==> config.mk <==
export PLATFORM = sky130hd
export DESIGN_NAME = ccff_bitstream_loader
export DESIGN_NICKNAME = d
export VERILOG_FILES = /design/src/rtl/ccff_bitstream_loader.sv
export SDC_FILE = /design/constraint.sdc
export NUM_CORES = 1
export LEC_CHECK = 0
export BUFFER_PORTS_ARGS = -buffer_cell sky130_fd_sc_hd__buf_2
export CAP_MARGIN = 25
export CORE_MARGIN = 4
export CORE_UTILIZATION = 42
export CTS_BUF_LIST = sky130_fd_sc_hd__clkbuf_4 sky130_fd_sc_hd__clkbuf_8
export DETAILED_ROUTE_END_ITERATION = 6
export PLACE_DENSITY = 0.72
export REMOVE_ABC_BUFFERS = 1
export SYNTH_ARGS = -nofsm -noshare
export SYNTH_HDL_FRONTEND = slang
export SYNTH_SLANG_ARGS = --single-unit
==> constraint.sdc <==
create_clock -name clk -period 3.1 [get_ports clk]
set_input_delay 0.62 -clock clk [delete_from_list [all_inputs] [get_ports clk]]
set_output_delay 0.62 -clock clk [all_outputs]
set_load 0.01 [all_outputs]
==> src/rtl/ccff_bitstream_loader.sv <==
// Configuration-chain programming master: serialises host bytes MSB-first onto
// ccff_head with a per-bit prog_en, and packs bits returning on ccff_tail into readback bytes.
module ccff_bitstream_loader #(
    parameter int CHAIN_LEN = 1024,
    parameter int CNT_W     = 16
) (
    input  logic             clk,
    input  logic             pReset,
    input  logic             start,
    input  logic [7:0]       byte_in,
    input  logic             byte_valid,
    output logic             byte_ready,
    output logic             ccff_head,
    output logic             prog_en,
    input  logic             ccff_tail,
    output logic [7:0]       tail_byte,
    output logic             tail_valid,
    output logic             busy,
    output logic             done,
    output logic [CNT_W-1:0] bit_count
);

    typedef enum logic [1:0] {IDLE, WAIT_BYTE, SHIFT, DONE} state_t;

    localparam logic [CNT_W-1:0] LAST_COUNT = CNT_W'(CHAIN_LEN);

    state_t           state;
    logic [7:0]       shift_reg;
    logic [6:0]       rb_reg;
    logic [2:0]       bit_idx;

    logic [CNT_W-1:0] next_count;
    logic [7:0]       rb_next;
    logic [7:0]       rb_aligned;

    // bit_idx also equals the number of tail bits already held in rb_reg,
    // so the final partial byte is left-aligned by shifting out the unused slots.
    always_comb begin
        next_count = bit_count + CNT_W'(1);
        rb_next    = {rb_reg, ccff_tail};
        rb_aligned = rb_next << (3'd7 - bit_idx);
    end

    always_ff @(posedge clk or posedge pReset) begin
        if (pReset) begin
            state      <= IDLE;
            shift_reg  <= '0;
            rb_reg     <= '0;
            bit_idx    <= '0;
            byte_ready <= 1'b0;
            ccff_head  <= 1'b0;
            prog_en    <= 1'b0;
            tail_byte  <= '0;
            tail_valid <= 1'b0;
            busy       <= 1'b0;
            done       <= 1'b0;
            bit_count  <= '0;
        end else begin
            tail_valid <= 1'b0;
            case (state)
                IDLE, DONE: begin
                    if (start) begin
                        state      <= WAIT_BYTE;
                        bit_count  <= '0;
                        rb_reg     <= '0;
                        byte_ready <= 1'b1;
                        busy       <= 1'b1;
                        done       <= 1'b0;
                    end
                end
                WAIT_BYTE: begin
                    if (byte_valid) begin
                        state      <= SHIFT;
                        shift_reg  <= {byte_in[6:0], 1'b0};
                        ccff_head  <= byte_in[7];
                        prog_en    <= 1'b1;
                        byte_ready <= 1'b0;
                        bit_idx    <= '0;
                    end
                end
                SHIFT: begin
                    rb_reg    <= rb_next[6:0];
                    bit_count <= next_count;
                    bit_idx   <= bit_idx + 3'd1;
                    if (next_count == LAST_COUNT) begin
                        state      <= DONE;
                        prog_en    <= 1'b0;
                        ccff_head  <= 1'b0;
                        busy       <= 1'b0;
                        done       <= 1'b1;
                        tail_byte  <= rb_aligned;
                        tail_valid <= 1'b1;
                    end else if (bit_idx == 3'd7) begin
                        state      <= WAIT_BYTE;
                        prog_en    <= 1'b0;
                        ccff_head  <= 1'b0;
                        byte_ready <= 1'b1;
                        tail_byte  <= rb_next;
                        tail_valid <= 1'b1;
                    end else begin
                        ccff_head <= shift_reg[7];
                        shift_reg <= {shift_reg[6:0], 1'b0};
                    end
                end
                default: state <= IDLE;
            endcase
        end
    end

endmodule

---- Word level (Yosys, flattened, before mapping) ----
Cells that the tools add are included.
cells by class
  add/sub/neg operators ................... 3
  eq/ne operators ......................... 12
  shift-type cells ........................ 1
  mux-type cells .......................... 38
  reduce and logical (&&, ||, !) cells .... 13
operator list
  cell                                                               count
  8-bit 2-to-1 mux                                                   5
  16-bit case mux with 2 select lines                                1
  16-bit by 1-bit adder with 16-bit output, second input constant    1
  16-bit by 11-bit == test with 1-bit output, second input constant  1
  1-bit 2-to-1 mux                                                   16
  16-bit 2-to-1 mux                                                  1
  8-bit case mux with 2 select lines                                 1
  7-bit case mux with 2 select lines                                 1
  2-bit != test, second input constant                               6
  3-bit AND reduction                                                3
  2-bit 2-to-1 mux                                                   4
  1-bit case mux with 2 select lines                                 4
  4-bit AND reduction                                                2
  8-bit by 3-bit left shift with 8-bit output                        1
  7-bit 2-to-1 mux                                                   1
  2-bit case mux with 3 select lines                                 1
  3-bit case mux with 2 select lines                                 1
  2-bit AND reduction                                                3
  2-bit nonzero test                                                 3
  2-bit == test, second input constant                               2
  3-bit by 1-bit adder with 3-bit output, second input constant      1
  3-bit == test, second input constant                               1
  3-bit 2-to-1 mux                                                   1
  3-bit != test, second input constant                               1
  other kinds (5)                                                    5
storage, ports and cells
  flip-flop bits (word level) ............. 50
  output and inout bits ................... 30

---- Longest topological paths before layout ----
Gate-level depths: netlist (run 1).
  word-level depth ........................ 4
  gate-level depth with buffers ........... 10

---- Worst setup path before layout (run 1) ----
OpenSTA, ideal clock, no wires.
  kind .................................... register -> register
  start point ............................. register bit_count[0]
  end point ............................... register state[1]
  setup time .............................. 0.126 ns
  data arrival time ....................... 2.396 ns
  required time ........................... 2.974 ns
  slack ................................... 0.578 ns
  stages on the path, launching flop included .. 9
  buffers on the path ..................... 0
  path through ............................ dfrtp_1 -> ha_1 -> nand3_1 -> nor3b_1 -> o21ai_1 -> a2111oi_4 -> a31oi_1 -> or2_0 -> a221o_1
on the way
  word-level cells in the longest chain between the ends .. 4
ends and longest elaborated chain
  item                                                                                        RTL line  text
  start, declared                                                                             20        output logic [CNT_W-1:0] bit_count
  start signal, assigned                                                                      83        bit_count <= next_count;
  16-bit by 1-bit adder with 16-bit output *                                                  39        next_count = bit_count + CNT_W'(1);
  16-bit by 11-bit == test with 1-bit output *                                                85        if (next_count == LAST_COUNT) begin
  3-bit != test (no line) / 2-bit 2-to-1 mux (equally long branches)                          n/a
  3-bit AND reduction (no line) / 2-bit case mux with 3 select lines (equally long branches)  n/a
  end signal, assigned                                                                        46        state <= IDLE;
  end signal, assigned                                                                        86        state <= DONE;
  end signal, assigned                                                                        94        state <= WAIT_BYTE;
  end, declared                                                                               27        state_t state;
Every way passes the cells marked *; elsewhere a longest branch is shown, timed or not.
A chain may end at the register's enable or synchronous reset.

---- Worst setup path after layout (run 1) ----
Same ends and word-level chain as after synthesis.

==> flow_metrics.py, run 1 <==
metrics = {
    "sta": {
        "setup_tns_ps": 0,
        "whs_ps": 226.7,
        "final-max-slew-violation-count": 0,
        "setup_viol": 0,
        "post-route-period-util_pct": 90.30,
        "max_freq_mhz": 357.2,
        "finClkSkew_ps": 7.864,
        "grt_setup_unrepaired": "no",
        "tightest_slew_ps": 714.3,
        "relSlewSlack_pct": 52.38,
        "final_hold_viol_count": 0,
        "min_period_ps": 2799,
    },
    "routing": {
        "firstDrtPassIters": 5,
        "drt_iter0_drc": 176,
        "avgViaCountPerCell": 5.568,
        "ant_nets": 0,
        "drc": 0,
        "dr_total_vias": 2578,
        "routed_wl_mm": 6.901,
        "wl_per_cell_um": 14.90,
    },
    "placed_design": {
        "port_buffers": 42,
        "globalplace.congestion": 0.8520,
        "dp.cells": 456,
        "hpwl_mm": 4.839,
    },
    "clocking": {
        "clk_latency_ps": 300,
        "cts_buffers": 5,
        "clock-sinks": 49,
        "path_clk_slew_ps": 90,
        "cts_setup_buffers": 0,
        "clk_path_buf_depth": 2,
        "cts_tree": "built",
        "clock-root-buffer": "clkbuf_8",
        "h-tree-depth": 2,
    },
    "final_layout": {
        "top_register": "bit_count",
        "layout-drive-gt1-share_pct": 20.98,
        "final_core_util_pct": 49.56,
        "antenna_cells": 0,
        "final_nets": 386,
        "fin_cells": 463,
        "largest_reg_flops": 16,
        "top_regs": "bit_count (16), tail_byte (8)",
        "areaGrowthSynthToFinish_pct": 14.61,
        "nFillCells": 640,
    },
    "flow_run": {
        "max_cap_violations": 0,
    },
    "global_route": {
        "grtUsageTotal_pct": 16.80,
        "grt_util_met2_pct": 27.08,
        "grt-ovfl-total": 0,
        "grtUsageMet3_pct": 3.199,
        "antenna_found_initial": 0,
        "use_met1_pct": 22.68,
        "grt_pass1_wl_mm": 11.63,
        "grt_pass1_vias": 2383,
        "grt_max_degree": 40,
        "gr-max-usage-layer": "met2",
    },
    "yosys": {
        "synth_common_cells": "dfrtp_1 (49), nand2_1 (31), nor2_1 (31), o21ai_0 (30), nand3_1 (19)",
        "synthArstFlopShare_pct": 100.0,
        "ys_ff_latch": 49,
        "synth_most_common_cell": "dfrtp_1",
        "syn_area_um2": 2938,
        "yosys.area.top_type": "dfrtp_1",
        "ys.flop_type": "dfrtp_1",
        "yosys_warnings": 0,
        "synthCells": 332,
        "syn_avg_cell_area_um2": 8.849,
        "yosysUniqueCellTypes": 55,
        "seq_area_frac_synth_pct": 41.74,
        "synth_area_leaders": "dfrtp_1 (42%), o21ai_0 (5.1%), nand2_1 (4.0%)",
        "synth_top_area_share_pct": 41.74,
        "synth_edf_count": 0,
    },
    "critical_path": {
        "r2r-start": "bit_count[0]$_DFFE_PP0P_",
        "path_cells": "ha_1, nand3_1, nor3_2, xnor2_1, a2111oi_4, a31oi_1, or2_0, a221o_1",
        "crit_arrival_ps": 3000,
        "path_delay_family": "compound AO/OA/AOI/OAI gates",
        "worstPathMaxFanout": 9,
        "cp_num_buf_inv": 0,
        "critPathKind": "reg2reg",
        "cp-start-kind": "flip-flop",
        "slowest_delay_ps": 530,
        "critPathSlowestCell": "a2111oi_4",
        "worstSetupEndpointType": "flip-flop",
        "crit_start": "bit_count[0]$_DFFE_PP0P_",
        "critPathRequiredTime_ps": 3300,
    },
    "hold_path": {
        "min_path_type": "in2async",
    },
    "run_status": {
        "status": "finished clean",
    },
    "floorplanning": {
        "ioPinCount": 43,
        "die_w_um": 91.64,
        "die_y_um": 91.64,
        "rows": 30,
        "start_util_pct": 43.24,
        "die_area_um2": 8397,
        "core_area_um2": 6794,
    },
    "pwr": {
        "vdd_drop_max_mv": 0.2865,
        "p_per_area_nw_per_um2": 601.6,
        "leakagePower_nw": 1.509,
    },
}
cell families (layout without fill, tap and decap cells):
kind of cell / after synthesis / in the layout / share of synthesized area [%]
simple gates: 129 / 129 / 22.15
compound gates: 97 / 97 / 22.53
flops: 49 / 49 / 41.74
buf+inv: 37 / 72 / 5.323
mux: 11 / 11 / 4.812
fa+ha+maj: 6 / 6 / 2.555
xor+xnor: 3 / 3 / 0.8945
stage by stage:
step	cell area, um2	worst slack [ps]	power (mW)
2_1_floorplan	2834	442.7	1.366
3_3_place_gp	3224	409.8	1.558
3_5_place_dp	3244	307.9	1.586
4_1_cts	3348	265.8	2.036
5_1_grt	3367	47.66	2.179
6_report	3367	300.7	2.026
layout by cell type (no fill, tap or decap), types with 2 or more instances in the layout:
cell / instances
o31ai_1: 2
nor2b_1: 8
nand2b_1: 4
buf_2: 42
nand2_1: 31
nor3b_1: 2
xnor2_1: 3
buf_4: 8
a21oi_1: 18
a22o_1: 10
a31oi_1: 10
and3_1: 5
o2bb2ai_1: 3
mux4_2: 2
nor2_1: 31
inv_1: 13
o211ai_1: 5
a221o_1: 3
dfrtp_1: 49
o41ai_1: 2
and2_1: 2
nand4_1: 5
nor3_1: 10
ha_1: 6
clkbuf_8: 5
nand3_1: 19
a32o_1: 2
o21ai_0: 30
mux2i_1: 4
mux2_2: 5
routing by layer:
layer / part of all wire (%) / wire length (um)
met1: 47 / 3215
met2: 48 / 3313
met3: 3.9 / 272
met4: 1.4 / 99
met5: 0 / 0
cell type report:
type / instances / area (um2) / area share, %
Tap cell: 96 / 120.1 / 3.567
Clock buffer: 5 / 68.82 / 2.044
Timing Repair Buffer: 51 / 290.3 / 8.621
Inverter: 14 / 52.55 / 1.561
Multi-Input combinational cell: 246 / 1574 / 46.75
Clock inverter: 2 / 35.03 / 1.041
Sequential cell: 49 / 1226 / 36.42
what timing repair did:
item                       in CTS  in global routing
resized for setup               0                  3
hold buffers                    0                  0
setup endpoints to repair       0                  3
worst register-to-register path, cell delays in order (launching register included):
cell and delay, ps:
dfrtp_1 440, ha_1 230, nand3_1 260, nor3_2 280, xnor2_1 140, a2111oi_4 530, a31oi_1 190, or2_0 280
a221o_1 350
final timing paths:
kind	depth (start not counted)	slack [ps]	end
max	8	300	state[1]$_DFFE_PP0P_
min	2	230	bit_count[4]$_DFFE_PP0P_
max reg2reg	8	300	state[1]$_DFFE_PP0P_
min reg2reg	2	500	tail_byte[7]$_DFFE_PP0P_
max in group asynchronous	3	2390	tail_byte[7]$_DFFE_PP0P_
min in group clk	2	500	tail_byte[7]$_DFFE_PP0P_
where the power goes:
group	switching (mW)	internal, mW
Clock	0.213	0.235
Sequential	0.113	0.738
Combinational	0.456	0.271
(Power assumes the default switching activity.)
==> run 2: changes to the inputs <==
--- a/config.mk
+++ b/config.mk
@@ -7,11 +7,13 @@
 export LEC_CHECK = 0
 export BUFFER_PORTS_ARGS = -buffer_cell sky130_fd_sc_hd__buf_2
 export CAP_MARGIN = 25
+export CELL_PAD_IN_SITES_DETAIL_PLACEMENT = 1
+export CELL_PAD_IN_SITES_GLOBAL_PLACEMENT = 2
 export CORE_MARGIN = 4
-export CORE_UTILIZATION = 42
+export CORE_UTILIZATION = 36
 export CTS_BUF_LIST = sky130_fd_sc_hd__clkbuf_4 sky130_fd_sc_hd__clkbuf_8
 export DETAILED_ROUTE_END_ITERATION = 6
-export PLACE_DENSITY = 0.72
+export PLACE_DENSITY = 0.92
 export REMOVE_ABC_BUFFERS = 1
 export SYNTH_ARGS = -nofsm -noshare
 export SYNTH_HDL_FRONTEND = slang
==> run 2 against run 1 <==
  * First-iteration DRC count fell by 35%
  * Power is 1.1% lower
  * Sequential share of layout area rose by 0.31 points
  * Cell count rose by 1.7%
  * Die area increased by 15%
  * Cell area fell by 0.85%
  * Setup slack got worse by 16 ps
  * Largest power group unchanged
  * Highest routed layer unchanged
==> flow_metrics.py, run 2 (same netlist as run 1, synthesis figures left out) <==
metrics = {
    "clocking": {
        "cts_setup_buffers": 0,
        "cts_resized": 0,
        "clk_path_buf_depth": 2,
        "clock-root-buffer": "clkbuf_8",
        "clk_latency_ps": 300,
        "h-tree-depth": 2,
        "cts_hold_buf": 0,
        "cts_tree": "built",
        "path_clk_slew_ps": 90,
        "clock-sinks": 49,
        "cts_buffers": 5,
    },
    "placed_design": {
        "port_buffers": 42,
        "postPlaceCellArea_um2": 3247,
        "globalplace.congestion": 0.8141,
        "dp.cells": 463,
        "hpwl_mm": 5.528,
    },
    "routing": {
        "drc": 0,
        "dr_total_vias": 2594,
        "routed_wl_mm": 7.854,
        "wl_per_cell_um": 16.68,
        "ant_nets": 0,
        "avgViaCountPerCell": 5.507,
        "drt_iter0_drc": 114,
        "firstDrtPassIters": 4,
    },
    "final_layout": {
        "final-seq-area_um2": 1226,
        "design_area_um2": 3338,
        "antenna_cells": 0,
        "layout-drive-gt1-share_pct": 20.87,
        "final_nets": 387,
        "final_core_util_pct": 42.54,
        "final_common_cell": "dfrtp_1",
        "nFillCells": 972,
        "areaGrowthSynthToFinish_pct": 13.63,
        "top_regs": "bit_count (16), tail_byte (8)",
        "layout_common_cells": "dfrtp_1 (49), buf_2 (42), nor2_1 (31), nand2_1 (31), o21ai_0 (30)",
        "fin_cells": 471,
        "multiInputGateArea_um2": 1555,
        "top_register": "bit_count",
        "largest_reg_flops": 16,
    },
    "global_route": {
        "grt-ovfl-total": 0,
        "grt_pass1_wl_mm": 13.67,
        "antenna_found_initial": 0,
        "grtUsageTotal_pct": 16.75,
        "grt_max_degree": 30,
        "grt_pass1_vias": 2714,
    },
    "sta": {
        "grt_setup_unrepaired": "no",
        "min_period_ps": 2816,
        "max_freq_mhz": 355.2,
        "finClkSkew_ps": 5.241,
        "final_hold_viol_count": 0,
        "post-route-period-util_pct": 90.83,
        "setup_viol": 0,
        "setup_tns_ps": 0,
        "final-max-slew-violation-count": 0,
        "relSlewSlack_pct": 46.90,
        "tightest_slew_ps": 796.5,
    },
    "floorplanning": {
        "core_area_um2": 7848,
        "start_util_pct": 37.44,
        "die_w_um": 98.34,
        "rows": 32,
        "die_area_um2": 9670,
        "ioPinCount": 43,
        "die_y_um": 98.34,
    },
    "pwr": {
        "pwr-share-seq_pct": 42.4,
        "combPwrFrac_pct": 37.6,
        "swShare_pct": 40.34,
        "finalPower_mw": 2.003,
        "clkPwrFrac_pct": 19.9,
        "vdd_drop_max_mv": 0.2214,
        "switching_power_mw": 0.8080,
        "leakagePower_nw": 1.498,
        "internal_power_mw": 1.195,
        "p_per_area_nw_per_um2": 600.1,
    },
    "critical_path": {
        "cp-start-kind": "flip-flop",
        "r2r_cells": 9,
        "worstSetupEndpointType": "flip-flop",
        "r2r_slack_ps": 280,
        "worstPathMaxFanout": 11,
        "rr_endpoint": "tail_byte[6]$_DFFE_PP0P_",
        "critPathRequiredTime_ps": 3320,
        "r2r-start": "bit_count[0]$_DFFE_PP0P_",
        "crit_arrival_ps": 3030,
        "critPathKind": "reg2reg",
    },
    "flow_run": {
        "max_cap_violations": 0,
    },
    "hold_path": {
        "min_path_type": "in2async",
    },
    "run_status": {
        "status": "finished clean",
    },
}
[run 2: routing by layer]
layer | global-route usage (%) | wire length [um]
met1 | 23.16 | 3907
met2 | 27.98 | 3690
met3 | 2.143 | 163
met4 | 3.887 | 91
met5 | 0 | 0
[run 2: per-stage QoR]
step,hold slack (ps),setup WS [ps]
after floorplan,470.5,442.7
after global placement,475.4,424.8
after detailed placement,481.9,314.9
after CTS,321.4,290.0
after global routing,337.3,26.07
final,308.2,284.3
[run 2: worst max-delay path by stage]
| stage | from | endpoint | slack [ps] | cells after the start |
|---|---|---|---|---|
| floorplan | bit_count[0]$_DFFE_PP0P_ | tail_byte[1]$_DFFE_PP0P_ | 440 | 8 |
| global placement | bit_count[0]$_DFFE_PP0P_ | tail_byte[6]$_DFFE_PP0P_ | 420 | 9 |
| detailed placement | bit_count[0]$_DFFE_PP0P_ | tail_byte[6]$_DFFE_PP0P_ | 310 | 9 |
| CTS | bit_count[0]$_DFFE_PP0P_ | tail_byte[6]$_DFFE_PP0P_ | 290 | 9 |
| global route | bit_count[1]$_DFFE_PP0P_ | tail_byte[6]$_DFFE_PP0P_ | 30 | 9 |
| finish | bit_count[0]$_DFFE_PP0P_ | tail_byte[6]$_DFFE_PP0P_ | 280 | 9 |
[run 2: worst max-delay path: stages (launching register included)]
cell,delay (ps)
dfrtp_1,440
ha_1,260
nand3_1,200
nor3_2,250
xnor2_1,140
a2111oi_4,470
and3_1,530
buf_4,240
nand3_1,80
o211ai_1,120
[run 2: layout make-up]
cell class	count	area share, %
clock buffers	7	2.511
clock inverters	1	0.2249
inverters	14	1.574
multi-input cells	246	46.59
flip-flops and latches	49	36.73
well taps	102	3.823
repair buffers	52	8.546
[run 2: power groups by stage]
| stage | clock (mW) | sequential (mW) | combinational [mW] |
|---|---|---|---|
| floorplan | 0 | 0.856 | 0.509 |
| global placement | 0 | 0.860 | 0.737 |
| detailed placement | 0 | 0.865 | 0.761 |
| CTS | 0.414 | 0.851 | 0.762 |
| global route | 0.439 | 0.869 | 0.855 |
| finish | 0.399 | 0.850 | 0.753 |
